### src/rtl/colparity_ctrl.sv
// ---------------------------------------------------------------------------
// colparity_ctrl
//
// Sequencing FSM for the slice-serial column-parity (theta) datapath.
// The state is held as SLICES slice words of 25 bits each. This block holds
// no data bits. It steps the slice memory through four phases:
//   LOAD    : write matrixIn into slices 0..SLICES-1
//   PRIME   : read the last slice so that slice 0 sees its z-1 neighbour
//   COMPUTE : read-modify-write every slice with the theta result
//   OUTPUT  : present every slice to the matrixOut register
//
// Ports
//   clk        rising-edge clock
//   rst        asynchronous active-high reset
//   start      request a new state (sampled only in IDLE)
//   ready      high in IDLE
//   putInput   high during the SLICES LOAD cycles
//   outReady   high during the SLICES OUTPUT cycles
//   memAddr    slice memory address (async read, sync write)
//   memWe      slice memory write enable
//   memSrcSel  write data source: 0 = matrixIn, 1 = theta result
//   prevLd     load previous-slice parity register from current read slice
//   outLd      load matrixOut register from memory read data
//   done       one-cycle pulse on the last OUTPUT cycle
//
// Build option
//   COLPARITY_CTRL_STREAM_EN : when defined, start on the last OUTPUT cycle
//   goes straight to LOAD, skipping IDLE, so states run back to back.
//
// All outputs are registered. They are decoded from the next state and the
// next count, so each output is the Moore function of the current state and
// count, with no combinational path to the pins.
// ---------------------------------------------------------------------------
module colparity_ctrl #(
    parameter int SLICES = 64,
    parameter int ADDR_W = 6
) (
    input  logic              clk,
    input  logic              rst,
    input  logic              start,
    output logic              ready,
    output logic              putInput,
    output logic              outReady,
    output logic [ADDR_W-1:0] memAddr,
    output logic              memWe,
    output logic              memSrcSel,
    output logic              prevLd,
    output logic              outLd,
    output logic              done
);

    typedef enum logic [2:0] {
        S_IDLE    = 3'd0,
        S_LOAD    = 3'd1,
        S_PRIME   = 3'd2,
        S_COMPUTE = 3'd3,
        S_OUTPUT  = 3'd4
    } state_t;

    localparam logic [ADDR_W-1:0] CNT_ZERO = {ADDR_W{1'b0}};
    localparam logic [ADDR_W-1:0] CNT_ONE  = ADDR_W'(1);
    localparam logic [ADDR_W-1:0] CNT_LAST = ADDR_W'(SLICES - 1);

    state_t            state_r;
    state_t            state_nxt_s;
    logic [ADDR_W-1:0] cnt_r;
    logic [ADDR_W-1:0] cnt_nxt_s;
    logic              last_s;

    logic              ready_nxt_s;
    logic              put_input_nxt_s;
    logic              out_ready_nxt_s;
    logic [ADDR_W-1:0] mem_addr_nxt_s;
    logic              mem_we_nxt_s;
    logic              mem_src_sel_nxt_s;
    logic              prev_ld_nxt_s;
    logic              out_ld_nxt_s;
    logic              done_nxt_s;

    assign last_s = (cnt_r == CNT_LAST);

    // State and slice counter registers.
    always_ff @(posedge clk or posedge rst) begin
        if (rst) begin
            state_r <= S_IDLE;
            cnt_r   <= CNT_ZERO;
        end else begin
            state_r <= state_nxt_s;
            cnt_r   <= cnt_nxt_s;
        end
    end

    // Next-state and next-count logic.
    always_comb begin
        state_nxt_s = state_r;
        cnt_nxt_s   = cnt_r;
        case (state_r)
            S_IDLE: begin
                if (start) begin
                    state_nxt_s = S_LOAD;
                    cnt_nxt_s   = CNT_ZERO;
                end else begin
                    state_nxt_s = S_IDLE;
                    cnt_nxt_s   = CNT_ZERO;
                end
            end
            S_LOAD: begin
                if (last_s) begin
                    state_nxt_s = S_PRIME;
                    cnt_nxt_s   = CNT_ZERO;
                end else begin
                    cnt_nxt_s   = cnt_r + CNT_ONE;
                end
            end
            S_PRIME: begin
                // Single cycle: the wrap-around parity is now captured.
                state_nxt_s = S_COMPUTE;
                cnt_nxt_s   = CNT_ZERO;
            end
            S_COMPUTE: begin
                if (last_s) begin
                    state_nxt_s = S_OUTPUT;
                    cnt_nxt_s   = CNT_ZERO;
                end else begin
                    cnt_nxt_s   = cnt_r + CNT_ONE;
                end
            end
            S_OUTPUT: begin
                if (last_s) begin
                    cnt_nxt_s = CNT_ZERO;
`ifdef COLPARITY_CTRL_STREAM_EN
                    if (start) begin
                        state_nxt_s = S_LOAD;
                    end else begin
                        state_nxt_s = S_IDLE;
                    end
`else
                    state_nxt_s = S_IDLE;
`endif
                end else begin
                    cnt_nxt_s = cnt_r + CNT_ONE;
                end
            end
            default: begin
                state_nxt_s = S_IDLE;
                cnt_nxt_s   = CNT_ZERO;
            end
        endcase
    end

    // Decode the outputs for the state and count about to be entered.
    always_comb begin
        ready_nxt_s       = 1'b0;
        put_input_nxt_s   = 1'b0;
        out_ready_nxt_s   = 1'b0;
        mem_addr_nxt_s    = cnt_nxt_s;
        mem_we_nxt_s      = 1'b0;
        mem_src_sel_nxt_s = 1'b0;
        prev_ld_nxt_s     = 1'b0;
        out_ld_nxt_s      = 1'b0;
        done_nxt_s        = 1'b0;
        case (state_nxt_s)
            S_IDLE: begin
                ready_nxt_s = 1'b1;
            end
            S_LOAD: begin
                put_input_nxt_s = 1'b1;
                mem_we_nxt_s    = 1'b1;
            end
            S_PRIME: begin
                // Read the last slice so slice 0 gets its z-1 neighbour.
                mem_addr_nxt_s = CNT_LAST;
                prev_ld_nxt_s  = 1'b1;
            end
            S_COMPUTE: begin
                // Read old slice, write theta result at the same address;
                // parity for the next slice comes from the pre-write data.
                mem_we_nxt_s      = 1'b1;
                mem_src_sel_nxt_s = 1'b1;
                prev_ld_nxt_s     = 1'b1;
            end
            S_OUTPUT: begin
                out_ready_nxt_s = 1'b1;
                out_ld_nxt_s    = 1'b1;
                done_nxt_s      = (cnt_nxt_s == CNT_LAST);
            end
            default: begin
                mem_addr_nxt_s = CNT_ZERO;
            end
        endcase
    end

    // Output registers; reset leaves the block presenting the IDLE outputs.
    always_ff @(posedge clk or posedge rst) begin
        if (rst) begin
            ready     <= 1'b1;
            putInput  <= 1'b0;
            outReady  <= 1'b0;
            memAddr   <= CNT_ZERO;
            memWe     <= 1'b0;
            memSrcSel <= 1'b0;
            prevLd    <= 1'b0;
            outLd     <= 1'b0;
            done      <= 1'b0;
        end else begin
            ready     <= ready_nxt_s;
            putInput  <= put_input_nxt_s;
            outReady  <= out_ready_nxt_s;
            memAddr   <= mem_addr_nxt_s;
            memWe     <= mem_we_nxt_s;
            memSrcSel <= mem_src_sel_nxt_s;
            prevLd    <= prev_ld_nxt_s;
            outLd     <= out_ld_nxt_s;
            done      <= done_nxt_s;
        end
    end

endmodule

### config.mk
export PLATFORM = sky130hd
export DESIGN_NAME = colparity_ctrl
export DESIGN_NICKNAME = d
export VERILOG_FILES = /design/src/rtl/colparity_ctrl.sv
export SDC_FILE = /design/constraint.sdc
export NUM_CORES = 1
export LEC_CHECK = 0
export CORE_ASPECT_RATIO = 0.6
export CORE_MARGIN = 8
export CORE_UTILIZATION = 35
export DETAILED_ROUTE_END_ITERATION = 7
export SYNTH_ARGS = -nofsm -noshare
export SYNTH_HDL_FRONTEND = slang
export SYNTH_SLANG_ARGS = --single-unit
### constraint.sdc
create_clock -name clk -period 2 [get_ports clk]
set_input_delay 0.2 -clock clk [delete_from_list [all_inputs] [get_ports clk]]
set_output_delay 0.2 -clock clk [all_outputs]
set_load 0.03 [all_outputs]
==> results of run 1 <==
[cells in the final DEF, fill, tap and decap left out, types with 2 or more instances in the layout]
master | synthesis | final
nor3_1 | 3 | 3
nor2_1 | 9 | 9
inv_1 | 5 | 5
nand2_1 | 6 | 6
a32o_1 | 2 | 2
dfrtp_1 | 21 | 21
o21ai_0 | 2 | 2
and3_1 | 2 | 2
nand3_1 | 2 | 2
clkdlybuf4s50_1 | 0 | 16
xor2_1 | 2 | 2
clkbuf_8 | 0 | 3
xnor2_1 | 3 | 3
nand3_2 | 2 | 2
o21ai_1 | 2 | 2
[routing by layer]
metal,track usage [%],wire length (um),vias up
met5,0,0,-
li1,-,-,285
met4,3.73,31,0
met3,3.06,169,2
met1,12.1,849,267
met2,8.18,602,20
[stage by stage]
stage | setup slack [ps] | instance area [um^2] | total power [W]
2_1_floorplan | 500 | 912 | 0.00122
6_report | 356 | 1150 | 0.00187
3_3_place_gp | 449 | 1080 | 0.00148
4_1_cts | 339 | 1150 | 0.00189
5_1_grt | 231 | 1150 | 0.00197
3_5_place_dp | 375 | 1080 | 0.00148
[state kept, by name (all words and copies together) (netlist names)]
| register | count |
|---|---|
| ready | 1 |
| memWe | 1 |
| putInput | 1 |
| state_r | 3 |
| memSrcSel | 1 |
| prevLd | 1 |
| cnt_r | 6 |
| done | 1 |
| outLd | 1 |
| memAddr | 6 |
[power by group through the flow]
stage	logic, W	clock network (W)	registers [W]
3_5_place_dp	0.000751	0	0.000731
5_1_grt	0.000801	0.000432	0.000741
2_1_floorplan	0.000347	0	0.000868
4_1_cts	0.000753	0.000414	0.000721
6_report	0.000740	0.000407	0.000719
3_3_place_gp	0.000753	0	0.000722
[cell type report]
class | count | area (um^2) | share of cell area (%)
clock buffer | 3 | 41.3 | 3.58
timing repair buffer | 17 | 168 | 14.5
clock inverter | 1 | 30.0 | 2.60
inverter | 5 | 18.8 | 1.63
multi-input combinational | 45 | 304 | 26.4
tap | 32 | 40.0 | 3.47
sequential | 22 | 552 | 47.8
[how the worst min path moves through the flow]
stage / start / endpoint / slack (ps) / depth (start not counted)
floorplan: rst / cnt_r[0] / 190 / 1
global placement: cnt_r[0] / cnt_r[0] / 510 / 1
detailed placement: cnt_r[0] / cnt_r[0] / 530 / 1
CTS: rst / memWe / 280 / 3
global route: rst / outLd / 320 / 3
finish: rst / memWe / 270 / 3
[cell families after synthesis]
family                   after synthesis  synth area share, %
XOR/XNOR                               5                 4.80
AO/OA/AOI/OAI                          7                 4.94
AND/OR/NAND/NOR                       32                 22.2
adder cells (fa/ha/maj)                1                 1.37
buffers and inverters                  9                 6.17
flip-flops                            22                 60.5
==> flow_results.xml, run 1 <==
<?xml version="1.0" encoding="UTF-8"?>
<metrics>
  <group name="route">
    <metric name="route.detailed.drc" unit="">0</metric>
    <metric name="routed_wire_length_per_instance" unit="um">13.2</metric>
    <metric name="ant_nets" unit="">0</metric>
    <metric name="drt-pass1-iter-count" unit="">4</metric>
    <metric name="avgViaCountPerCell" unit="">4.59</metric>
    <metric name="dr.first_iter.drc_count" unit="">22</metric>
    <metric name="route.vias.total" unit="">574</metric>
    <metric name="detail_route.wirelength" unit="um">1650</metric>
  </group>
  <group name="yosys">
    <metric name="netlist.area_leader.share" unit="%">57.6</metric>
    <metric name="post_synth_num_cell_types" unit="">26</metric>
    <metric name="number_of_flops_mapped_to_enable_cells_by_yosys" unit="">0</metric>
    <metric name="synth_area_leader_cell" unit="">dfrtp_1</metric>
    <metric name="synth_top_flop_cell" unit="">dfrtp_1</metric>
    <metric name="yosysMostFrequentCell" unit="">dfrtp_1</metric>
    <metric name="synth.ff_latch_count" unit="">22</metric>
    <metric name="synth_area" unit="um^2">912</metric>
    <metric name="yosys-top-cells-count" unit="">dfrtp_1 (21), nor2_1 (9), nand2_1 (6)</metric>
    <metric name="postSynth.asyncResetShare" unit="%">100</metric>
    <metric name="synthesis.nets" unit="">80</metric>
    <metric name="yosys_warnings" unit="">0</metric>
    <metric name="synth-seq-area-share" unit="%">60.5</metric>
    <metric name="yosys-top-cells-area" unit="">dfrtp_1 (58%), nor2_1 (3.7%), dfstp_2 (2.9%)</metric>
    <metric name="syn_area_per_cell" unit="um^2">12.0</metric>
    <metric name="synthesis.instances" unit="">76</metric>
  </group>
  <group name="floorplanning">
    <metric name="die_w" unit="um">81.9</metric>
    <metric name="fp.dieH" unit="um">55.5</metric>
    <metric name="ios" unit="">17</metric>
    <metric name="initial_utilization" unit="%">36.7</metric>
    <metric name="floorplan.rows" unit="">14</metric>
    <metric name="design.die.area" unit="um^2">4550</metric>
    <metric name="core-area" unit="um^2">2490</metric>
  </group>
  <group name="placed_design">
    <metric name="dp.cells" unit="">121</metric>
    <metric name="hpwl" unit="um">1290</metric>
    <metric name="numPortBuffers" unit="">16</metric>
    <metric name="gp_congestion" unit="">0.878</metric>
  </group>
  <group name="clocking">
    <metric name="htree_num_levels" unit="">1</metric>
    <metric name="worst_setup_hold_path_clk_slew" unit="ps">80</metric>
    <metric name="cts_root_buffer" unit="">clkbuf_8</metric>
    <metric name="post_cts_resize_count" unit="">0</metric>
    <metric name="clock_insertion_delay_at_the_later_pin_of_the_skew_report" unit="ps">260</metric>
    <metric name="cts_hold_repair.buffers" unit="">0</metric>
    <metric name="post_cts_setup_driven_buffer_insertion_count" unit="">0</metric>
    <metric name="clk_path_buf_depth" unit="">2</metric>
    <metric name="cts_tree" unit="">done</metric>
    <metric name="cts_made_buffers" unit="">3</metric>
    <metric name="tritoncts_num_sinks" unit="">22</metric>
  </group>
  <group name="power_and_ir_drop">
    <metric name="power.density" unit="nW/um^2">1620</metric>
    <metric name="p_sw_share" unit="%">36.9</metric>
    <metric name="combinational_group_share_of_total_power" unit="%">39.7</metric>
    <metric name="p_sw" unit="W">0.000688</metric>
    <metric name="share_seq_of_total_power" unit="%">38.5</metric>
    <metric name="p_leak" unit="nW">0.514</metric>
    <metric name="clockPowerShare" unit="%">21.8</metric>
    <metric name="internal_power" unit="W">0.00118</metric>
    <metric name="power.ir.vdd_worst" unit="V">0.000627</metric>
  </group>
  <group name="timing">
    <metric name="clock_skew_after_layout" unit="ps">5.09</metric>
    <metric name="fmaxAchievable" unit="MHz">608</metric>
    <metric name="timing.max_slew.rel_slack" unit="%">78.6</metric>
    <metric name="count_of_endpoints_failing_setup_in_the_final_report" unit="">0</metric>
    <metric name="period_needed" unit="ps">1640</metric>
    <metric name="timing.setup.tns" unit="ps">0</metric>
    <metric name="layout_worst_path_cycle_share" unit="%">82.2</metric>
    <metric name="hold-worst-slack" unit="ps">268</metric>
    <metric name="maxSlewViolCount" unit="">0</metric>
    <metric name="worstMarginPinSlew" unit="ps">321</metric>
    <metric name="grt_setup_unrepaired" unit="">no</metric>
    <metric name="timing.final.hold_violations" unit="">0</metric>
  </group>
  <group name="finish">
    <metric name="post_route_cells_drive_above_1_share" unit="%">12.9</metric>
    <metric name="area_growth" unit="%">26.5</metric>
    <metric name="filler_cell_count" unit="">223</metric>
    <metric name="instances_no_fill" unit="">125</metric>
    <metric name="diodes" unit="">0</metric>
    <metric name="final_util" unit="%">46.4</metric>
    <metric name="final_net_count" unit="">98</metric>
  </group>
  <group name="min_path">
    <metric name="worst_hold_path_type" unit="">in2async</metric>
  </group>
  <group name="setup_path">
    <metric name="reg2reg_from" unit="">cnt_r[0]</metric>
    <metric name="peak_per_stage_delay_on_the_critical_path" unit="ps">660</metric>
    <metric name="path_class" unit="">reg2out</metric>
    <metric name="worst-endpoint-required" unit="ps">1800</metric>
    <metric name="setup.worst_path.end_class" unit="">primary output</metric>
    <metric name="reg2reg_setup_slack" unit="ps">370</metric>
    <metric name="critical_path_cell_list" unit="">clkdlybuf4s50_1</metric>
    <metric name="wp_depth" unit="">1</metric>
    <metric name="critical-path-slowest-cell" unit="">clkdlybuf4s50_1</metric>
    <metric name="worst_r2r_endpoint" unit="">memAddr[5]</metric>
    <metric name="rr_worst_depth" unit="">5</metric>
    <metric name="worstSetupStartpoint" unit="">ready</metric>
    <metric name="critical-path-top-delay-family" unit="">buffers and inverters</metric>
    <metric name="timing.critical_path.to" unit="">ready</metric>
    <metric name="crit_path_max_fanout" unit="">1</metric>
    <metric name="cp.buffers_inverters" unit="">1</metric>
    <metric name="worst_ep_arrival_time" unit="ps">1440</metric>
    <metric name="crit_path_start_kind" unit="">flip-flop</metric>
  </group>
  <group name="grt">
    <metric name="grt_antenna_before_repair" unit="">0</metric>
    <metric name="total_global_route_track_usage" unit="%">7.68</metric>
    <metric name="grt_start_max_net_pins" unit="">23</metric>
    <metric name="grt_first_pass_wirelength" unit="um">2670</metric>
    <metric name="overflow" unit="">0</metric>
    <metric name="grt_pass1_vias" unit="">542</metric>
  </group>
  <group name="job">
    <metric name="cap_violations" unit="">0</metric>
  </group>
  <group name="outcome">
    <metric name="outcome" unit="">completed</metric>
  </group>
</metrics>
Power figures use the tool's default switching activity.
==> inputs of run 2 (changes only) <==
==> constraint.sdc (replaced) <==
create_clock -name clk -period 1.7 [get_ports clk]
set_input_delay 0.17 -clock clk [delete_from_list [all_inputs] [get_ports clk]]
set_output_delay 0.17 -clock clk [all_outputs]
set_load 0.03 [all_outputs]
==> run 2 against run 1 <==
- hold slack got worse by 94 ps
- cell area increased by 1.4%
- first-iteration DRC count decreased by 55%
- routed wire length increased by 3.6%
- flip-flop and latch count unchanged
- via count increased by 3.3%
- non-clock buffer count increased by 2
- highest routed layer unchanged
==> flow_results.xml, run 2 (same netlist as run 1, synthesis figures left out) <==
<?xml version="1.0" encoding="UTF-8"?>
<metrics>
  <group name="placed_design">
    <metric name="hpwl" unit="um">1410</metric>
    <metric name="place_area" unit="um^2">1100</metric>
    <metric name="numPortBuffers" unit="">16</metric>
    <metric name="gp_congestion" unit="">0.890</metric>
  </group>
  <group name="setup_path">
    <metric name="critical_path_cell_list" unit="">clkdlybuf4s50_1</metric>
    <metric name="setup.worst_path.end_class" unit="">primary output</metric>
    <metric name="worst_r2r_endpoint" unit="">memAddr[4]</metric>
    <metric name="timing.critical_path.to" unit="">ready</metric>
    <metric name="reg2reg_setup_slack" unit="ps">150</metric>
    <metric name="worst_ep_arrival_time" unit="ps">1440</metric>
    <metric name="cp.buffers_inverters" unit="">1</metric>
    <metric name="worst-endpoint-required" unit="ps">1530</metric>
    <metric name="critical-path-slowest-cell" unit="">clkdlybuf4s50_1</metric>
    <metric name="worstSetupStartpoint" unit="">ready</metric>
    <metric name="rr_worst_depth" unit="">5</metric>
    <metric name="critical-path-top-delay-family" unit="">buffers and inverters</metric>
    <metric name="path_class" unit="">reg2out</metric>
    <metric name="crit_path_start_kind" unit="">flip-flop</metric>
    <metric name="peak_per_stage_delay_on_the_critical_path" unit="ps">660</metric>
    <metric name="crit_path_max_fanout" unit="">1</metric>
    <metric name="wp_depth" unit="">1</metric>
    <metric name="reg2reg_from" unit="">cnt_r[0]</metric>
  </group>
  <group name="clocking">
    <metric name="clock_insertion_delay_at_the_later_pin_of_the_skew_report" unit="ps">260</metric>
    <metric name="cts_tree" unit="">done</metric>
    <metric name="clk_path_buf_depth" unit="">2</metric>
    <metric name="worst_setup_hold_path_clk_slew" unit="ps">80</metric>
    <metric name="cts_root_buffer" unit="">clkbuf_8</metric>
    <metric name="htree_num_levels" unit="">1</metric>
    <metric name="post_cts_setup_driven_buffer_insertion_count" unit="">0</metric>
    <metric name="tritoncts_num_sinks" unit="">22</metric>
    <metric name="cts_made_buffers" unit="">3</metric>
  </group>
  <group name="timing">
    <metric name="timing.final.hold_violations" unit="">0</metric>
    <metric name="fmaxAchievable" unit="MHz">622</metric>
    <metric name="period_needed" unit="ps">1610</metric>
    <metric name="count_of_endpoints_failing_setup_in_the_final_report" unit="">0</metric>
    <metric name="timing.setup.tns" unit="ps">0</metric>
    <metric name="timing.max_slew.rel_slack" unit="%">74.7</metric>
    <metric name="worstMarginPinSlew" unit="ps">379</metric>
    <metric name="layout_worst_path_cycle_share" unit="%">94.5</metric>
    <metric name="maxSlewViolCount" unit="">0</metric>
    <metric name="clock_skew_after_layout" unit="ps">4.09</metric>
    <metric name="grt_setup_unrepaired" unit="">no</metric>
  </group>
  <group name="route">
    <metric name="detail_route.wirelength" unit="um">1710</metric>
    <metric name="drt-pass1-iter-count" unit="">4</metric>
    <metric name="routed_wire_length_per_instance" unit="um">13.5</metric>
    <metric name="ant_nets" unit="">0</metric>
    <metric name="route.vias.total" unit="">593</metric>
    <metric name="dr.first_iter.drc_count" unit="">10</metric>
    <metric name="avgViaCountPerCell" unit="">4.67</metric>
    <metric name="route.detailed.drc" unit="">0</metric>
  </group>
  <group name="grt">
    <metric name="grt_pass1_vias" unit="">590</metric>
    <metric name="overflow" unit="">0</metric>
    <metric name="grt_start_max_net_pins" unit="">14</metric>
    <metric name="grt_first_pass_wirelength" unit="um">2890</metric>
    <metric name="total_global_route_track_usage" unit="%">8.23</metric>
    <metric name="grt_antenna_before_repair" unit="">0</metric>
  </group>
  <group name="min_path">
    <metric name="worst_hold_path_type" unit="">in2async</metric>
  </group>
  <group name="job">
    <metric name="cap_violations" unit="">0</metric>
  </group>
  <group name="floorplanning">
    <metric name="core-area" unit="um^2">2490</metric>
    <metric name="die_w" unit="um">81.9</metric>
    <metric name="design.die.area" unit="um^2">4550</metric>
    <metric name="floorplan.rows" unit="">14</metric>
    <metric name="initial_utilization" unit="%">36.7</metric>
    <metric name="ios" unit="">17</metric>
    <metric name="fp.dieH" unit="um">55.5</metric>
  </group>
  <group name="finish">
    <metric name="biggestRegsByFlops" unit="">cnt_r x6, memAddr x6, state_r x3</metric>
    <metric name="final_area" unit="um^2">1170</metric>
    <metric name="most-common-layout-cells" unit="">dfrtp_1 (21), clkdlybuf4s50_1 (16), nor2_1 (9), nand2_1 (6), inv_1 (5)</metric>
    <metric name="layout.cells.most_common" unit="">dfrtp_1</metric>
    <metric name="post_route_cells_drive_above_1_share" unit="%">15.8</metric>
    <metric name="area_growth" unit="%">28.3</metric>
    <metric name="final_net_count" unit="">100</metric>
    <metric name="diodes" unit="">0</metric>
  </group>
  <group name="power_and_ir_drop">
    <metric name="p_sw" unit="W">0.000823</metric>
    <metric name="share_seq_of_total_power" unit="%">37.5</metric>
    <metric name="p_sw_share" unit="%">37.0</metric>
    <metric name="clockPowerShare" unit="%">21.8</metric>
    <metric name="power.ir.vdd_worst" unit="V">0.000671</metric>
    <metric name="internal_power" unit="W">0.00140</metric>
    <metric name="p_leak" unit="nW">0.524</metric>
    <metric name="power.density" unit="nW/um^2">1900</metric>
    <metric name="combinational_group_share_of_total_power" unit="%">40.8</metric>
  </group>
  <group name="outcome">
    <metric name="outcome" unit="">completed</metric>
  </group>
</metrics>
[run 2: cell count changes in the layout (fill, tap and decap cells not counted)]
cell	change
and4_1	-1
and4_2	+1
buf_4	+2
[run 2: per-stage QoR]
| stage | hold WS [ps] | setup slack (ps) | util, % | power [W] | instances |
|---|---|---|---|---|---|
| CTS | 183 | 78.8 | 47.0 | 0.00225 | 127 |
| detailed placement | 477 | 108 | 44.1 | 0.00177 | 123 |
| finish | 174 | 93.2 | 47.0 | 0.00222 | 127 |
| global route | 218 | 58.8 | 47.0 | 0.00237 | 127 |
| floorplan | 158 | 200 | - | 0.00143 | 76 |
| global placement | 479 | 223 | 44.1 | 0.00175 | 123 |
[run 2: worst min-delay path by stage]
stage	start	end	slack [ps]	cells past startpoint
3_5_place_dp	rst	memAddr[4]	480	2
3_3_place_gp	rst	memAddr[5]	480	2
2_1_floorplan	rst	cnt_r[0]	160	1
6_report	rst	memAddr[5]	170	2
4_1_cts	rst	memAddr[5]	180	2
5_1_grt	rst	memAddr[2]	220	2
[run 2: layout make-up]
class | count | area (um^2)
Tap cell | 32 | 40.0
Multi-Input combinational cell | 45 | 305
Fill cell | 237 | 1320
Timing Repair Buffer | 19 | 183
Clock inverter | 1 | 30.0
Clock buffer | 3 | 41.3
Inverter | 5 | 18.8
Sequential cell | 22 | 552
[run 2: repair_timing]
item	CTS	global route
hold buffers	0	0
resized for setup	0	1
setup endpoints to repair	0	3
[run 2: layer usage]
metal  global-route usage [%]  part of all wire, %
met5                        0                    0
met3                     2.90                  9.8
met1                     11.9                   51
met4                     3.73                  1.8
met2                     10.4                   38
[run 2: power by group through the flow]
stage	Combinational [W]	Sequential [W]	Clock [W]
after detailed placement	0.000922	0.000846	0
after global placement	0.000910	0.000842	0
after CTS	0.000919	0.000837	0.000498
final	0.000907	0.000833	0.000485
after global routing	0.000991	0.000858	0.000522
after floorplan	0.000409	0.00102	0
